$ cat src/rtl/alu_arbiter.sv
// Round-robin arbiter sharing one combinational ALU between two requesters.
// Each port owns a one-entry result slot that holds until the requester accepts it.
module alu_arbiter #(
    parameter int WIDTH = 32,
    parameter int OPW   = 4
) (
    input  logic             clk,
    input  logic             rst,
    input  logic             req0_valid,
    output logic             req0_ready,
    input  logic [WIDTH-1:0] req0_a,
    input  logic [WIDTH-1:0] req0_b,
    input  logic [OPW-1:0]   req0_op,
    output logic             rsp0_valid,
    input  logic             rsp0_ready,
    output logic [WIDTH-1:0] rsp0_result,
    input  logic             req1_valid,
    output logic             req1_ready,
    input  logic [WIDTH-1:0] req1_a,
    input  logic [WIDTH-1:0] req1_b,
    input  logic [OPW-1:0]   req1_op,
    output logic             rsp1_valid,
    input  logic             rsp1_ready,
    output logic [WIDTH-1:0] rsp1_result,
    output logic [WIDTH-1:0] alu_a,
    output logic [WIDTH-1:0] alu_b,
    output logic [OPW-1:0]   alu_op,
    input  logic [WIDTH-1:0] alu_result
);

    logic last_grant;
    logic free0, free1;
    logic elig0, elig1;
    logic grant0, grant1;

    // A full slot counts as free when it is being drained this cycle.
    assign free0 = !rsp0_valid || rsp0_ready;
    assign free1 = !rsp1_valid || rsp1_ready;
    assign elig0 = req0_valid && free0;
    assign elig1 = req1_valid && free1;

    assign grant0 = elig0 && (!elig1 || last_grant);
    assign grant1 = elig1 && (!elig0 || !last_grant);

    assign req0_ready = grant0;
    assign req1_ready = grant1;

    always_comb begin
        alu_a  = '0;
        alu_b  = '0;
        alu_op = '0;
        if (grant0) begin
            alu_a  = req0_a;
            alu_b  = req0_b;
            alu_op = req0_op;
        end else if (grant1) begin
            alu_a  = req1_a;
            alu_b  = req1_b;
            alu_op = req1_op;
        end
    end

    always_ff @(posedge clk or posedge rst) begin
        if (rst) begin
            last_grant  <= 1'b1;
            rsp0_valid  <= 1'b0;
            rsp1_valid  <= 1'b0;
            rsp0_result <= '0;
            rsp1_result <= '0;
        end else begin
            if (grant0 || grant1)
                last_grant <= grant1;

            if (grant0) begin
                rsp0_valid  <= 1'b1;
                rsp0_result <= alu_result;
            end else if (rsp0_valid && rsp0_ready) begin
                rsp0_valid <= 1'b0;
            end

            if (grant1) begin
                rsp1_valid  <= 1'b1;
                rsp1_result <= alu_result;
            end else if (rsp1_valid && rsp1_ready) begin
                rsp1_valid <= 1'b0;
            end
        end
    end

endmodule

$ cat config.mk
export PLATFORM = sky130hd
export DESIGN_NAME = alu_arbiter
export DESIGN_NICKNAME = d
export VERILOG_FILES = /design/src/rtl/alu_arbiter.sv
export SDC_FILE = /design/constraint.sdc
export NUM_CORES = 1
export LEC_CHECK = 0
export BUFFER_PORTS_ARGS = -buffer_cell sky130_fd_sc_hd__buf_2
export CAP_MARGIN = 10
export CORE_AREA = 2 2 121 123
export CTS_CLUSTER_SIZE = 10
export DETAILED_ROUTE_END_ITERATION = 7
export DIE_AREA = 0 0 123 125
export GPL_TIMING_DRIVEN = 0
export HOLD_SLACK_MARGIN = 0.1
export SETUP_SLACK_MARGIN = 0.3
export SLEW_MARGIN = 20
export SYNTH_ARGS = -nofsm -noshare
export SYNTH_HDL_FRONTEND = slang
export SYNTH_SLANG_ARGS = --single-unit
$ cat constraint.sdc
create_clock -name clk -period 1.92 [get_ports clk]
set_input_delay 0.288 -clock clk [delete_from_list [all_inputs] [get_ports clk]]
set_output_delay 0.288 -clock clk [all_outputs]
set_load 0.05 [all_outputs]
# After elaboration in Yosys (flattened, before gate mapping)

Index checks and enable logic that the tools add are counted.

Register bits: 67
Input bits: 174
Output and inout bits: 136
Word-level logic and storage cells: 33

Mux-type cells: 10
Reductions and logical operators: 18

Operators with widths:

| kind              | number |
|---|---|
| $mux 32           | 4 |
| $mux 4            | 2 |
| $logic_and 1x1->1 | 6 |
| $logic_not 1->1   | 5 |
| $logic_or 1x1->1  | 5 |
| $mux 1            | 4 |
| $reduce_bool 2->1 | 2 |

# Depth between registers and ports, before layout

Gate-level depths: netlist of run 1.

Word-level depth: 8
Gate-level depth with buffers: 5
Gate-level depth less buffers: 4

# Worst setup path before layout of run 1

OpenSTA, ideal clock, no wires.

Kind: register to output
Start: register rsp1_valid
End: output port alu_b[22]
Arrival: 2.351 ns
Path slack: -0.719 ns
Stages on the path, launching flop included: 6
Buffers on the path: 1
Cell sequence: dfrtp_1 > nor2b_2 > o211ai_2 > inv_2 > buf_1 > a22o_1

Cells in the longest elaborated chain, start to end: 7
Elaborated cells between the ends (all ways): 9

Ends and longest elaborated chain:

| element                | RTL line | text |
|---|---|---|
| from (decl)            | 22       | `output logic rsp1_valid,` |
| from (signal assigned) | 67       | `rsp1_valid <= 1'b0;` |
| from (signal assigned) | 82       | `rsp1_valid <= 1'b1;` |
| from (signal assigned) | 85       | `rsp1_valid <= 1'b0;` |
| $logic_not 1->1        | 38       | `assign free1 = !rsp1_valid \|\| rsp1_ready;` |
| $logic_or 1x1->1       | 38       |  |
| $logic_and 1x1->1      | 40       | `assign elig1 = req1_valid && free1;` |
| $logic_not 1->1        | 42       | `assign grant0 = elig0 && (!elig1 \|\| last_grant);` |
| $logic_or 1x1->1       | 42       |  |
| $logic_and 1x1->1      | 42       |  |
| net req0_ready         | 10       | `output logic req0_ready,` |
| $mux 32                | 52       | `if (grant0) begin` |
| to (decl)              | 26       | `output logic [WIDTH-1:0] alu_b,` |

The timed path passes the listed nets, and every way through them passes these cells.

# Final worst setup path of run 1

Start: register last_grant
End: output port alu_b[26]

Cells in the longest elaborated chain, start to end: 5
Elaborated cells between the ends (all ways): 7

Ends and longest elaborated chain:

| element                | RTL line | text |
|---|---|---|
| from (decl)            | 31       | `logic last_grant;` |
| from (signal assigned) | 72       | `last_grant <= grant1;` |
| $logic_not 1->1        | 43       | `assign grant1 = elig1 && (!elig0 \|\| !last_grant);` |
| $logic_or 1x1->1       | 43       |  |
| $logic_and 1x1->1      | 43       |  |
| $mux 32                | 56       | `end else if (grant1) begin` |
| $mux 32 *              | 52       |  |

Every way passes the cells marked *; elsewhere a longest branch is shown, timed or not.

==> results of run 1 <==
==> worst min path at each step <==
| stage | start | endpoint | slack, ps | cells after the start |
|---|---|---|---|---|
| after global routing | rst | rsp1_result[10] | 140 | 2 |
| after global placement | rsp1_result[8] | rsp1_result[8] | 470 | 1 |
| final | rst | rsp0_result[11] | 80 | 2 |
| after floorplan | alu_result[4] | rsp1_result[4] | 420 | 1 |
| after CTS | rst | rsp1_result[10] | 110 | 2 |
| after detailed placement | rst | rsp1_result[10] | 460 | 2 |
==> layout by cell type (no fill, tap or decap) <==
cell type   count
a22o_2         48
a22o_4         20
a311oi_4        1
buf_12          8
buf_16          2
buf_2         239
buf_4           8
buf_6          52
buf_8          45
bufinv_16       1
clkbuf_1        1
clkbuf_16      16
clkbuf_8        2
clkinv_2        2
clkinv_4        1
clkinvlp_4      2
dfrtp_1        64
dfrtp_2         2
dfstp_2         1
diode_2         5
inv_1           1
inv_8           1
mux2_2         29
mux2_4         35
nand2_1         2
nand2b_4        2
nor2b_4         1
o211ai_4        1
o2bb2ai_1       1
or2_2           1
==> Yosys cell counts, drive strengths merged <==
| cell type | count |
|---|---|
| a22o | 68 |
| o211ai | 1 |
| dfrtp | 66 |
| dfstp | 1 |
| nor2b | 1 |
| mux2 | 64 |
| a311oi | 1 |
| or2 | 1 |
| nand2 | 2 |
| nand2b | 2 |
| inv | 3 |
| buf | 16 |
| o2bb2ai | 1 |
| clkbuf | 5 |
==> power groups by stage <==
stage / registers (W) / clock network [W] / logic [W]
final: 0.00200 / 0.00167 / 0.00507
after global routing: 0.00205 / 0.00177 / 0.00525
after CTS: 0.00200 / 0.00170 / 0.00456
after detailed placement: 0.00201 / 0 / 0.00402
after global placement: 0.00198 / 0 / 0.00398
after floorplan: 0.00332 / 0 / 0.00171
==> layout make-up <==
| cell class | instances | area, um^2 | share of cell area |
|---|---|---|---|
| antenna | 5 | 12.5 | 0.00180 |
| buffer | 21 | 317 | 0.0455 |
| clock buffer | 12 | 256 | 0.0369 |
| clock inverter | 4 | 48.8 | 0.00701 |
| inverter | 3 | 22.5 | 0.00324 |
| multi-input combinational | 141 | 1790 | 0.258 |
| sequential | 67 | 1680 | 0.241 |
| tap | 184 | 230 | 0.0331 |
| timing repair buffer | 340 | 2590 | 0.372 |
| timing repair inverter | 1 | 7.51 | 0.00108 |
==> state kept, by name, summed over array words and instances (netlist names) <==
signal       cells
last_grant       1
rsp0_result     32
rsp0_valid       1
rsp1_result     32
rsp1_valid       1
==> kinds of logic after synthesis <==
logic type             after synthesis  share of synthesized area
AOI/OAI and AO/OA                   71                      0.198
buffers and inverters               24                     0.0384
muxes                               64                      0.226
DFF                                 67                      0.525
and+or+nand+nor                      6                     0.0133
==> metrics by stage <==
| step | area (um^2) | hold slack [ps] |
|---|---|---|
| finish | 6960 | 81.3 |
| global route | 6960 | 135 |
| CTS | 6250 | 106 |
| detailed placement | 5190 | 461 |
| global placement | 5170 | 466 |
| floorplan | 3400 | 423 |
==> per-layer routing <==
layer | share of wire | wire (um)
met1 | 0.36 | 5610
met2 | 0.54 | 8320
met3 | 0.076 | 1170
met4 | 0.018 | 269
met5 | 0 | 0
==> timing repair <==
action,CTS,global route
gates cloned,4,8
pin swaps,2,1
gates resized for setup,174,122
setup endpoints to repair,120,135
buffers inserted,15,4
==> metrics.yaml, run 1 <==
status: "finished with violations"
violations: "setup timing"
cts_tree: "yes"
pwr-share-comb: 0.580
maxSlewViolCount: 0
firstDrtPassIters: 4
worst_slack_ps: -283
tns_ps: -17310
p_sw_frac: 0.447
cp_max_fo: 6
tightest_slew_ps: 752
worstSkewPairLatency_ps: 330
synth_cell_type_count: 20
cts-hold-fix-buffers: 0
ys_seq_elements: 67
rrSetupSlack_ps: 50
rr_worst_depth: 7
use_met3: 0.0461
endpoint: "alu_b[26]"
place_inst: 726
nets: 758
grt_usage: 0.177
clock-root-buffer: "clkbuf_16"
coreArea_um2: 14200
use_met1: 0.198
drc_errors: 0
ys_seq_area_frac: 0.525
grt_remaining_overflow: 0
rows: 44
synth_area_leaders: "dfrtp_1, mux2_2, a22o_1"
total_power_w: 0.00874
power_leakage_nw: 3.55
synth.avg_cell_area_um2: 13.8
power.internal_w: 0.00484
cts_htree_levels: 3
seqPwrFrac: 0.229
fin_util: 0.490
synth_top_cell_by_area: "dfrtp_1"
powerDensity_nw_per_um2: 1260
die_h_um: 125
power.ir.vdd_worst_v: 0.000713
path_class: "reg2out"
fin_crit_ps: 2200
grt_pass1_wl_mm: 20.7
wl_mm: 15.4
regToRegStartpoint: "last_grant"
drv_cap: 0
fill_cells: 1261
synth_cells: 232
startpoint_type: "flop"
grt_max_degree: 36
drive_gt1_frac: 0.883
path_delay_family: "buffers and inverters"
max_freq_mhz: 454
hold_viol: 0
busiest_layer: "met2"
io_buffers: 309
worstPathArrival_ps: 1910
relSlewSlack: 0.498
path_buf_inv: 5
die_w_um: 123
dieArea_um2: 15400
instances_no_fill: 778
synth_top_area_frac: 0.517
drtAntennaViolNets: 0
clk_pin_slew_ps: 60
via_per_inst: 4.63
worstSetupStartpoint: "last_grant"
cts_buffers: 9
critPathRequiredTime_ps: 1630
drt_iter0_drc: 112
crit_path_max_incr_delay_ps: 570
rsz0062_at_grt: "yes"
final.setup_skew_ps: 4.71
synth_area_um2: 3200
cts.sinks: 67
use_met2: 0.314
gp_congestion: 0.978
syn_to_final_growth_pct: 118
setup_violations: 70
yosysWarnings: 0
crit_chain: "a311oi_4 > buf_6 > buf_12 > buf_12 > buf_8 > a22o_4 > buf_8"
clock_path_buffers: 2
hold_class: "in2async"
worstSetupEndpointType: "output pin"
synthesis.nets: 406
p_clk_frac: 0.191
first_global_vias: 3663
drt-wirelength-per-cell_um: 19.8
dpl_worst_slack_ps: -354
post-dp-hpwl_mm: 10.4
cp_num_cells: 7
final.period_utilization: 1.15
vias: 3606
p_sw_w: 0.00391
slowest_stage: "dfstp_2"
initial_core_util: 0.225
antenna_found_initial: 6
io_pins: 310
worstReg2RegEnd: "rsp0_result[4]"
Power figures use the tool's default switching activity.
==> run 2: changes to the inputs <==
==> constraint.sdc (replaced) <==
create_clock -name clk -period 1.8 [get_ports clk]
set_input_delay 0.27 -clock clk [delete_from_list [all_inputs] [get_ports clk]]
set_output_delay 0.27 -clock clk [all_outputs]
set_load 0.05 [all_outputs]
==> run 2 against run 1 <==
  * The flow still finishes with violations (setup timing)
  * Die area unchanged
  * Clock power increased by 9%
  * First-iteration DRC count decreased by 4.5%
==> metrics.yaml, run 2 (synthesis gave the netlist of run 1 again) <==
path_delay_family: "buffers and inverters"
cts_tree: "yes"
gp_congestion: 0.951  # -2.8%
rrSetupSlack_ps: -160  # -210 ps
crit_path_max_incr_delay_ps: 390  # -180 ps
nets: 750  # -1.1%
first_global_vias: 3548  # -3.1%
grt_max_degree: 31  # -14%
tns_ps: -26520  # -9210 ps
cts_htree_levels: 3  # unchanged
whs_endpoint: "rsp0_result[6]"
clk_pin_slew_ps: 60  # about the same
die_h_um: 125  # unchanged
instances_no_fill: 768  # -1.3%
drt_iter0_drc: 107  # -4.5%
violations: "setup timing"
relSlewSlack: 0.659  # +0.162
drv_cap: 0  # unchanged
die_w_um: 123  # unchanged
regToRegStartpoint: "rsp1_valid"
status: "finished with violations"
whs_ps: 188  # +107 ps
final.setup_skew_ps: 5.23  # +0.519 ps
cts.sinks: 67  # unchanged
via_per_inst: 4.53  # -2.3%
cts_buffers: 9  # unchanged
grt_usage: 0.179  # +0.00199
maxSlewViolCount: 0  # unchanged
grt_remaining_overflow: 0  # unchanged
crit_top_cell: "buf_6"
rows: 44  # unchanged
worst_slack_ps: -399  # -116 ps
syn_to_final_growth_pct: 106
io_pins: 310  # unchanged
layout_common_cells: "buf_2, dfrtp_1, a22o_2"
setup_violations: 89  # +27%
drtAntennaViolNets: 0  # unchanged
tightest_slew_ps: 510  # -242 ps
max_freq_mhz: 455
crit_chain: "nor2b_4 > a311oi_4 > buf_6 > buf_4 > a22o_2 > buf_6"
coreArea_um2: 14200  # unchanged
vias: 3476  # -3.6%
final_common_cell: "buf_2"
clock_path_buffers: 2  # unchanged
critPathRequiredTime_ps: 1530  # -100 ps
reg_top3: "rsp0_result: 32 flops, rsp1_result: 32 flops"
fill_cells: 1287  # +2.1%
antenna_found_initial: 7  # +1
place_inst: 727  # +0.14%
firstDrtPassIters: 4  # unchanged
power_leakage_nw: 3.42  # -3.8%
io_buffers: 309  # unchanged
powerDensity_nw_per_um2: 1380  # +9.8%
post-dp-hpwl_mm: 11.0  # +5.7%
initial_core_util: 0.225  # unchanged
rsz0062_at_grt: "yes"
holdPathStages: 2
worstSkewPairLatency_ps: 330  # about the same
drive_gt1_frac: 0.880  # -0.00333
slowest_stage: "dfrtp_2"
path_class: "reg2out"
wl_mm: 14.7  # -4.4%
hold_class: "in2reg"
worstSetupEndpointType: "output pin"
worstPathArrival_ps: 1930  # +20 ps
clock-root-buffer: "clkbuf_16"
hold_start: "alu_result[6]"
drc_errors: 0  # unchanged
dieArea_um2: 15400  # unchanged
power.ir.vdd_worst_v: 0.000713  # about the same
cp_max_fo: 10  # +4
fin_crit_ps: 2200
drt-wirelength-per-cell_um: 19.1  # -3.1%
hold_viol: 0  # unchanged
rr_worst_depth: 9  # +2
grt_pass1_wl_mm: 20.4  # -1.6%
path_buf_inv: 3  # -2
final.period_utilization: 1.22
startpoint_type: "flop"
dpl_worst_slack_ps: -448  # -94.1 ps
worstReg2RegEnd: "rsp1_result[7]"
-- run 2: cell count changes in the layout (fill, tap and decap cells not counted), moves of 2 or more --
cell,previous run,this run
buf_4,8,33
clkbuf_8,2,5
a22o_4,20,8
a22o_2,48,60
buf_8,45,9
mux2_2,29,22
clkinv_2,2,0
clkinvlp_4,2,4
mux2_4,35,42
buf_16,2,4
diode_2,5,3
clkbuf_16,16,12
buf_12,8,11
-- run 2: layer usage --
metal | wire [um] | vias to the layer above | global-route usage
met5 | 10 | - | 0
met4 | 195 | 2 | 0.0441
met3 | 1140 | 17 | 0.0516
met2 | 7700 | 173 | 0.324
met1 | 5640 | 1701 | 0.206
li1 | - | 1583 | -
-- run 2: worst max path at each step --
stage	from	to	slack (ps)	cells past startpoint
after floorplan	rsp0_valid	alu_a[0]	-110	5
after global placement	last_grant	alu_b[7]	-390	6
after detailed placement	last_grant	alu_b[7]	-450	6
after CTS	rsp1_valid	alu_a[12]	-410	7
after global routing	rsp1_valid	alu_a[2]	-480	6
final	rsp1_valid	alu_a[2]	-400	6
-- run 2: where the power goes --
part | switching [W] | total (W) | internal, W
sequential | 0.000219 | 0.00214 | 0.00192
combinational | 0.00324 | 0.00514 | 0.00190
clock | 0.000634 | 0.00182 | 0.00119
total | 0.00409 | 0.00910 | 0.00500
-- run 2: area by class of cell --
cell class	count	area, um^2	share of cell area
timing repair buffer	332	2290	0.347
multi-input combinational	141	1730	0.263
sequential	67	1680	0.255
buffer	21	309	0.0469
clock buffer	13	270	0.0410
tap	184	230	0.0349
clock inverter	3	45.0	0.00683
inverter	3	22.5	0.00342
timing repair inverter	1	7.51	0.00114
antenna	3	7.51	0.00114
-- run 2: repair_timing --
item                                   CTS  global route
gates resized for setup                194            27
buffers inserted                        10             5
pin swaps                                2             0
endpoints found under the hold margin   17             0
setup endpoints to repair              125           133
hold buffers                             1             0
cloned                                   5             1
-- run 2: worst reg2reg max path: stages, from the launching register on --
cell	delay, ps
dfrtp_2	390
nor2b_4	150
a311oi_4	310
buf_6	200
buf_12	110
buf_6	80
buf_6	80
buf_6	110
buf_16	120
mux2_4	300
-- run 2: metrics by stage --
stage                     total power (W)  instance area (um^2)   util
after floorplan                   0.00541                  3440      -
after global placement            0.00644                  5220  0.367
after detailed placement          0.00649                  5270  0.371
after CTS                         0.00903                  6420  0.452
after global routing              0.00947                  6590  0.464
final                             0.00910                  6590  0.464
==> run 3: changes to the inputs <==
--- a/config.mk
+++ b/config.mk
@@ -13,7 +13,7 @@
 export DIE_AREA = 0 0 123 125
 export GPL_TIMING_DRIVEN = 0
 export HOLD_SLACK_MARGIN = 0.1
-export SETUP_SLACK_MARGIN = 0.3
+export SETUP_SLACK_MARGIN = 0.05
 export SLEW_MARGIN = 20
 export SYNTH_ARGS = -nofsm -noshare
 export SYNTH_HDL_FRONTEND = slang
==> run 3 against run 2 <==
  * The run still ends with setup timing left
  * Routed wire length down 3.5%
  * Die area unchanged
  * Cell count down 0.13%
  * Largest power group unchanged
==> metrics.yaml, run 3 (synthesis gave the netlist of run 1 again) <==
hold_class: "in2reg"
rows: 44  # unchanged
die_w_um: 123  # unchanged
max_freq_mhz: 467  # +2.7%
power.ir.vdd_worst_v: 0.00101  # +41%
power_leakage_nw: 3.29  # -3.8%
nets: 745  # -0.67%
drt-wirelength-per-cell_um: 18.5  # -3.3%
gp_congestion: 0.872  # -8.3%
cts_buffers: 9  # unchanged
clk_pin_slew_ps: 60  # about the same
die_h_um: 125  # unchanged
path_class: "reg2out"
reg_top3: "rsp0_result: 32 flops, rsp1_result: 32 flops"
wl_mm: 14.2  # -3.5%
final.period_utilization: 1.19  # -0.0323
clock-root-buffer: "clkbuf_16"
worstSetupEndpointType: "output pin"
cts.sinks: 67  # unchanged
path_buf_inv: 4  # +1
drc_errors: 0  # unchanged
initial_core_util: 0.225  # unchanged
worst_slack_ps: -341  # +58.1 ps
layout_common_cells: "buf_2, dfrtp_1, mux2_2"
grt_pass1_wl_mm: 19.3  # -5.0%
crit_chain: "a311oi_4 > buf_4 > buf_12 > buf_6 > a22o_2 > buf_8"
instances_no_fill: 767  # -0.13%
startpoint_type: "flop"
firstDrtPassIters: 4  # unchanged
cts_htree_levels: 3  # unchanged
vias: 3487  # +0.32%
syn_to_final_growth_pct: 104
setup_violations: 70  # -21%
grt_max_degree: 36  # +16%
slowest_stage: "dfstp_2"
drtAntennaViolNets: 0  # unchanged
path_delay_family: "buffers and inverters"
io_pins: 310  # unchanged
drive_gt1_frac: 0.865  # -0.0149
worstSkewPairLatency_ps: 330  # about the same
grt_remaining_overflow: 0  # unchanged
crit_path_max_incr_delay_ps: 560  # +170 ps
rrSetupSlack_ps: 120  # +280 ps
antenna_found_initial: 6  # -1
critPathRequiredTime_ps: 1530  # about the same
tightest_slew_ps: 710  # +200 ps
drv_cap: 0  # unchanged
placed_cell_area_um2: 5170  # -1.9%
dieArea_um2: 15400  # unchanged
grt_usage: 0.169  # -0.0109
finalInstanceArea_um2: 6530  # -0.89%
worstPathArrival_ps: 1870  # -60 ps
final_common_cell: "buf_2"
coreArea_um2: 14200  # unchanged
final.setup_skew_ps: 2.91  # -2.32 ps
status: "finished with violations"
powerDensity_nw_per_um2: 1370  # -0.94%
hold_viol: 0  # unchanged
fin_crit_ps: 2140  # -58.1 ps
first_global_vias: 3445  # -2.9%
via_per_inst: 4.55  # +0.45%
drt_iter0_drc: 106  # -0.93%
maxSlewViolCount: 0  # unchanged
io_buffers: 309  # unchanged
fill_cells: 1293  # +0.47%
violations: "setup timing"
clock_path_buffers: 2  # unchanged
rsz0062_at_grt: "yes"
relSlewSlack: 0.526  # -0.134
post-dp-hpwl_mm: 10.7  # -3.1%
place_inst: 726  # -0.14%
cts_tree: "yes"
cp_max_fo: 10  # unchanged
run 3: final timing paths:
| kind | start | to | cells after the start |
|---|---|---|---|
| setup / recovery | last_grant | alu_b[20] | 6 |
| hold / removal | alu_result[12] | rsp1_result[12] | 2 |
| setup reg to reg | last_grant | rsp1_valid | 7 |
| hold reg to reg | rsp1_result[7] | rsp1_result[7] | 1 |
| max in group asynchronous | rst | last_grant | 4 |
| min in group asynchronous | rst | rsp0_result[9] | 3 |
run 3: metrics by stage:
stage                      util  setup TNS (ps)  hold slack, ps  worst slack (ps)  power, W
after floorplan               -           -6300             405              -105   0.00533
final                     0.460          -22190             174              -341   0.00893
after global routing      0.459          -27400             172              -411   0.00931
after CTS                 0.424          -27290             159              -428   0.00865
after global placement    0.362          -24430             467              -399   0.00632
after detailed placement  0.364          -24340             422              -402   0.00639
run 3: metal layers:
metal	track usage	wire length (um)	vias to the layer above
li1	-	-	1585
met1	0.191	5310	1723
met2	0.296	7570	160
met3	0.0465	947	19
met4	0.0662	357	0
met5	0	0	-
run 3: where the power goes:
group	switching, W	internal, W
Sequential	0.000201	0.00192
Clock	0.000657	0.00115
Combinational	0.00322	0.00179
Total	0.00407	0.00486
run 3: area by class of cell:
cell class / instances / area [um^2] / area share
multi-input cells: 141 / 1690 / 0.259
well taps: 184 / 230 / 0.0352
inverters: 3 / 20.0 / 0.00306
repair buffers: 329 / 2310 / 0.354
clock buffers: 11 / 253 / 0.0387
diodes: 7 / 17.5 / 0.00268
plain buffers: 20 / 268 / 0.0410
flip-flops and latches: 67 / 1680 / 0.257
clock inverters: 5 / 60.1 / 0.00919
run 3: repair_timing:
| item | 4_1_cts | 5_1_grt |
|---|---|---|
| hold buffers | 1 | 0 |
| gates cloned | 2 | 0 |
| setup buffers | 11 | 7 |
| pin swaps | 1 | 1 |
| endpoints found under the setup margin | 81 | 94 |
| hold endpoints to repair | 32 | 0 |
| resized for setup | 142 | 114 |
run 3: worst reg2reg max path, stage by stage (launching register included):
cell and delay [ps]:
dfstp_2 560, a311oi_4 100, buf_4 180, buf_12 140
buf_8 130, buf_6 120, buf_4 130, or2_4 210
